`config.mk`:
```
export PLATFORM = sky130hd
export DESIGN_NAME = dm_access_unit
export DESIGN_NICKNAME = d
export VERILOG_FILES = /design/src/rtl/dm_access_unit.sv
export SDC_FILE = /design/constraint.sdc
export NUM_CORES = 1
export LEC_CHECK = 0
export ABC_CLOCK_PERIOD_IN_PS = 3200
export BUFFER_PORTS_ARGS = -buffer_cell sky130_fd_sc_hd__buf_2
export CAP_MARGIN = 20
export CORE_AREA = 2 2 160 123
export DETAILED_ROUTE_END_ITERATION = 10
export DIE_AREA = 0 0 162 125
export HOLD_SLACK_MARGIN = 0.1
export PLACE_DENSITY = 0.66
export SYNTH_ARGS = -nofsm -noshare
export SYNTH_HDL_FRONTEND = slang
export SYNTH_SLANG_ARGS = --single-unit
```
`constraint.sdc`:
```
create_clock -name clk -period 3.2 [get_ports clk]
set_input_delay 0.64 -clock clk [delete_from_list [all_inputs] [get_ports clk]]
set_output_delay 0.64 -clock clk [all_outputs]
set_load 0.02 [all_outputs]
```
`src/rtl/dm_access_unit.sv`:
```
// dm_access_unit: M-stage load/store initiator for a word-wide data memory.
// Sub-word stores are read-modify-write; misaligned or out-of-range
// requests are rejected at acceptance and never reach the memory.
//
// Handshake: a request is taken on a rising clk edge when req_valid and
// req_ready are both high. req_ready is high only in IDLE, so the request
// fields are sampled once and ignored until the unit is idle again.
// rsp_valid is a single-cycle completion pulse, with rsp_err and rsp_rdata
// meaningful in that cycle.
module dm_access_unit #(
  parameter logic [31:0] ADDR_LIMIT = 32'h0000_3000
) (
  input  logic        clk,
  input  logic        reset,
  input  logic        req_valid,
  output logic        req_ready,
  input  logic        req_we,
  input  logic [1:0]  req_size,
  input  logic        req_unsigned,
  input  logic [31:0] req_addr,
  input  logic [31:0] req_wdata,
  input  logic [31:0] req_pc,
  output logic        rsp_valid,
  output logic [31:0] rsp_rdata,
  output logic        rsp_err,
  output logic [31:0] mem_addr,
  output logic [31:0] mem_wdata,
  output logic        mem_we,
  output logic [31:0] mem_pc,
  input  logic [31:0] mem_rdata,
  output logic [2:0]  dbg_state
);

  typedef enum logic [2:0] {
    IDLE   = 3'd0,
    LOAD   = 3'd1,
    RMW_RD = 3'd2,
    WRITE  = 3'd3,
    RESP   = 3'd4
  } state_t;

  state_t      state_q, state_d;
  logic [1:0]  r_size;
  logic        r_unsigned;
  logic [31:0] r_addr;
  logic [31:0] r_wdata;   // store data, later overwritten by the merged word
  logic [31:0] r_pc;
  logic        r_err;
  logic [31:0] rdata_q;

  logic        accept;
  logic        req_err;
  logic        mem_active;
  logic [7:0]  byte_sel;
  logic [15:0] half_sel;
  logic [31:0] load_data;
  logic [31:0] merged;

  assign accept = req_valid && (state_q == IDLE);

  // Reject illegal size, misalignment and addresses past the memory.
  always_comb begin
    req_err = 1'b0;
    if (req_size == 2'b11)                           req_err = 1'b1;
    if ((req_size == 2'b01) && req_addr[0])          req_err = 1'b1;
    if ((req_size == 2'b10) && (req_addr[1:0] != 2'b00)) req_err = 1'b1;
    if (req_addr >= ADDR_LIMIT)                      req_err = 1'b1;
  end

  // State register.
  always_ff @(posedge clk or negedge reset) begin
    if (!reset) state_q <= IDLE;
    else        state_q <= state_d;
  end

  // Next-state decode.
  always_comb begin
    state_d = state_q;
    case (state_q)
      IDLE: begin
        if (accept) begin
          if (req_err)                state_d = RESP;
          else if (!req_we)           state_d = LOAD;
          else if (req_size == 2'b10) state_d = WRITE;
          else                        state_d = RMW_RD;
        end
      end
      LOAD:    state_d = RESP;
      RMW_RD:  state_d = WRITE;
      WRITE:   state_d = RESP;
      RESP:    state_d = IDLE;
      default: state_d = IDLE;
    endcase
  end

  // Lane extraction and extension of the loaded word (little-endian lanes).
  always_comb begin
    byte_sel  = mem_rdata[{r_addr[1:0], 3'b000} +: 8];
    half_sel  = mem_rdata[{r_addr[1], 4'b0000} +: 16];
    load_data = mem_rdata;
    case (r_size)
      2'b00:   load_data = r_unsigned ? {24'h0, byte_sel} : {{24{byte_sel[7]}}, byte_sel};
      2'b01:   load_data = r_unsigned ? {16'h0, half_sel} : {{16{half_sel[15]}}, half_sel};
      default: load_data = mem_rdata;
    endcase
  end

  // Merge the right-aligned store data into the word read back.
  always_comb begin
    merged = mem_rdata;
    if (r_size == 2'b00)      merged[{r_addr[1:0], 3'b000} +: 8] = r_wdata[7:0];
    else if (r_size == 2'b01) merged[{r_addr[1], 4'b0000} +: 16] = r_wdata[15:0];
  end

  // Request capture, merge buffer and response data.
  always_ff @(posedge clk or negedge reset) begin
    if (!reset) begin
      r_size     <= 2'b00;
      r_unsigned <= 1'b0;
      r_addr     <= 32'h0;
      r_wdata    <= 32'h0;
      r_pc       <= 32'h0;
      r_err      <= 1'b0;
      rdata_q    <= 32'h0;
    end else begin
      if (accept) begin
        r_size     <= req_size;
        r_unsigned <= req_unsigned;
        r_addr     <= req_addr;
        r_wdata    <= req_wdata;
        r_pc       <= req_pc;
        r_err      <= req_err;
        if (req_err) rdata_q <= 32'h0;
      end
      if (state_q == LOAD)   rdata_q <= load_data;
      if (state_q == RMW_RD) r_wdata <= merged;
      if (state_q == WRITE)  rdata_q <= 32'h0;
    end
  end

  assign mem_active = (state_q == LOAD) || (state_q == RMW_RD) || (state_q == WRITE);

  assign req_ready = (state_q == IDLE);
  assign rsp_valid = (state_q == RESP);
  assign rsp_err   = (state_q == RESP) && r_err;
  assign rsp_rdata = rdata_q;
  assign mem_we    = (state_q == WRITE);
  assign mem_wdata = (state_q == WRITE) ? r_wdata : 32'h0;
  assign mem_addr  = mem_active ? {r_addr[31:2], 2'b00} : 32'h0;
  assign mem_pc    = mem_active ? r_pc : 32'h0;
  assign dbg_state = state_q;

endmodule

```
==> summary.md <==
| Metric | Value |
|---|---|
| Result of the run | `finished, final reports clean` |
| Num CTS Buffers | `17` |
| Most frequent standard cell in the layout excluding fill and tap cells | `sky130_fd_sc_hd__buf_2` |
| Design internal power | `3.511 mW` |
| Cell type of the slowest stage on the worst timing path | `sky130_fd_sc_hd__dfrtp_1` |
| Synthesized area divided by synthesized cell count | `8.983 um2` |
| Number of maximum-capacitance violations | `0` |
| Net total in the final layout | `1,191` |
| CP Data Arrival Time | `2.06 ns` |
| Maximum ir drop on the vdd rail | `0.2903 mV` |
| Number of clock sinks seen by CTS | `135` |
| Largest net degree at the start of global routing | `91` |
| First-pass GRT wire length | `38.51 mm` |
| Final Cycle Share | `0.8423` |
| Cell Chain, Critical Path | `nor2_1, nor2_2, buf_4, and2_1, buf_2` |
| Clock tree from TritonCTS | `done` |
| Final clock skew | `0.008538 ns` |
| Fraction of power consumed by combinational cells | `0.150` |
| Syn. warnings | `0` |
| Met3 wire length | `2.568 mm` |
| Total power consumption of the routed design | `4.865 mW` |
| Final ANT Viol Nets | `0` |
| Clock transition at path regs | `0.06 ns` |
| Type of the worst min-delay path | `in -> async` |
| Top-level port count | `270` |
| First-pass DRT Iterations | `5` |
| Layout filler cell count | `1,823` |
| Type of element capturing the critical path | `primary output` |
| Critical path's largest stage delay | `0.58 ns` |
| DRC violations left | `0` |
| Kind of cell adding the most delay to the critical path | `buffers and inverters` |
| Timing startpoint of the critical path | `dbg_state[0]$_DFFE_PN0P_` |
| Area of the die | `20,250 um2` |
| Slew @ Worst Pin | `0.9597 ns` |
| Final Setup Violations | `0` |
| Fraction of power spent switching nets | `0.2784` |
| Power dissipated by switching net loads | `1.355 mW` |
| Leakage dissipation | `5.247 nW` |
| Total of flip-flops plus latches after synthesis | `135` |
| Worst Setup Start Kind | `flip-flop` |
| Area share of the largest cell type after synthesis | `0.4592` |
| Share of synthesized registers carrying an async set or reset | `1.000` |
| Detailed placement HPWL | `17.66 mm` |
| Overall fraction of global-route tracks in use | `0.2451` |
| Die Y | `125 um` |
| Number of buffers inserted by hold repair at cts | `0` |
| Max Buffers Root-to-Sink | `2` |
| # resized after CTS | `0` |
| Total power per unit cell area | `512.3 nW/um2` |
| Number of H-tree levels | `4` |
| Commonest cells after routing, fill and taps aside | `sky130_fd_sc_hd__buf_2, sky130_fd_sc_hd__nand2_1, sky130_fd_sc_hd__dfrtp_1, sky130_fd_sc_hd__and2_1, sky130_fd_sc_hd__and3_1` |
| Post-synthesis cell count | `819` |
| Cell area after synthesis | `7357 um2` |
| Iter 0 DRT Violations | `703` |
| Leading cell types by total area after synthesis | `sky130_fd_sc_hd__dfrtp_1, sky130_fd_sc_hd__nand2_1, sky130_fd_sc_hd__and2_1` |
| Initial antenna violation count | `0` |
| Area growth, synth to finish | `29.08%` |
| Total congestion overflow | `0` |
| Critical path class | `reg -> out` |
| Achievable Freq | `0.3710 GHz` |
| Sequential-to-total area share from yosys stat | `0.4592` |
| Setup repair after global routing missed its margin | `false` |
| Number of synthesized flops with an enable pin | `0` |
| GPL Wtd Cong | `0.9226` |
| Placement Rows | `44` |
| Worst EP required | `2.56 ns` |
| Clock latency reported for the late side of the worst-skew pair | `0.42 ns` |
| Ant diodes | `0` |
| Number of port buffers | `267` |
| Max Fanout on Critical Path | `62` |
| Final-report hold violation count | `0` |
| Reg-to-Reg Start | `r_addr[1]$_DFFE_PN0P_` |
| Core utilization of the finished layout | `0.5044` |
| Initial core utilization | `0.3907` |
| Time the worst path needs with I/O delays and setup | `2.695 ns` |
| Most frequently used flop master after synthesis | `sky130_fd_sc_hd__dfrtp_1` |
| Detail-routed via count per cell | `5.433` |
| Wire length on met1 | `11.58 mm` |
| Vias in the first global route | `6,647` |
| Die width | `162 um` |
| Number of buffers inserted by post-CTS setup repair | `0` |
| Core Region | `18,830 um2` |
| Vias after detailed routing | `7,155` |
| Number of slew-limit violations in the final report | `0` |
| Clock power share | `0.439` |
| Sum of buffers and inverters on the critical path | `2` |
| Post-synthesis cell type with the largest combined area | `sky130_fd_sc_hd__dfrtp_1` |
| Yosys cell types | `58` |
| Fraction of final layout cells with drive strength greater than 1 | `0.3327` |
| Highest metal layer with signal wires | `met4` |
| Met2 wire length | `10.32 mm` |
| Post-DR wirelength/cell | `18.97 um` |
| Clk Tree Root Cell | `sky130_fd_sc_hd__clkbuf_16` |
| Worst slew margin relative to its limit | `0.3602` |
| Total wire length after detailed routing | `24.99 mm` |
| Setup TNS | `0 ns` |
| Sequential power share | `0.412` |
-- worst paths after layout --
check,slack [ns],cells after the start,to
hold / removal,0.23,1,r_pc[30]$_DFFE_PN0P_
setup reg to reg,0.78,6,r_wdata[16]$_DFFE_PN0P_
max in group asynchronous,2.23,2,rsp_rdata[1]$_DFFE_PN0P_
hold reg to reg,0.46,2,r_pc[26]$_DFFE_PN0P_
setup / recovery,0.50,5,mem_addr[30]
min in group clk,0.41,3,r_pc[12]$_DFFE_PN0P_
-- sequential cells by signal (all words and copies together), names as in the netlist --
register and cells:
r_pc 32, r_unsigned 1, r_addr 32, rsp_rdata 32, r_size 2, r_wdata 32, r_err 1, dbg_state 3
-- synthesized netlist by cell type (7+ instances only) --
library cell,n
sky130_fd_sc_hd__dfrtp_1,135
sky130_fd_sc_hd__clkbuf_1,47
sky130_fd_sc_hd__nand2_1,248
sky130_fd_sc_hd__nor2_1,17
sky130_fd_sc_hd__a221oi_1,19
sky130_fd_sc_hd__mux2_2,15
sky130_fd_sc_hd__a311o_1,10
sky130_fd_sc_hd__a221o_1,7
sky130_fd_sc_hd__and3_1,51
sky130_fd_sc_hd__a21oi_1,13
sky130_fd_sc_hd__inv_1,14
sky130_fd_sc_hd__o22ai_1,31
sky130_fd_sc_hd__o31ai_1,11
sky130_fd_sc_hd__and2_1,64
sky130_fd_sc_hd__o21ai_0,14
sky130_fd_sc_hd__a31oi_1,10
sky130_fd_sc_hd__buf_2,11
sky130_fd_sc_hd__a22o_1,15
-- power groups by stage --
stage               registers [mW]  logic (mW)  clock network, mW
floorplan                     1.98       0.462                  0
global placement              2.03       0.708                  0
detailed placement            2.03       0.720                  0
CTS                           2.00       0.723               2.16
global route                  2.03       0.811               2.23
finish                        2.00       0.729               2.13
-- layer usage --
metal | global-route usage | vias to the layer above
met3 | 0.07565 | 43
met2 | 0.3292 | 364
met1 | 0.3754 | 3422
li1 | - | 3326
met4 | 0.07288 | 0
met5 | 0 | -
-- area by class of cell --
cell class	count	area, um2	area share
Clock buffer	19	442.9	0.04664
Clock inverter	13	195.2	0.02055
Inverter	15	56.30	0.005929
Multi-Input combinational cell	599	3620	0.3812
Sequential cell	135	3378	0.3557
Tap cell	253	316.6	0.03333
Timing Repair Buffer	283	1488	0.1567
-- through the flow --
| stage | setup slack, ns | cell area (um2) | cells | hold slack (ns) |
|---|---|---|---|---|
| floorplan | 0.9153 | 7361 | 820 | 0.3444 |
| global placement | 0.8086 | 8859 | 1285 | 0.4493 |
| detailed placement | 0.8623 | 8859 | 1285 | 0.4536 |
| CTS | 0.4766 | 9497 | 1317 | 0.2481 |
| global route | 0.3017 | 9497 | 1317 | 0.2750 |
| finish | 0.5048 | 9497 | 1317 | 0.2296 |
-- cells by family after synthesis --
group	Yosys count	synth area share
DFF	135	0.4592
buffers and inverters	86	0.05085
adders and majority gates	5	0.008503
muxes	25	0.05357
AOI/OAI and AO/OA	159	0.1662
and+or+nand+nor	408	0.2612
other	1	0.0005097
No activity file was read; power rests on OpenSTA's default activity.
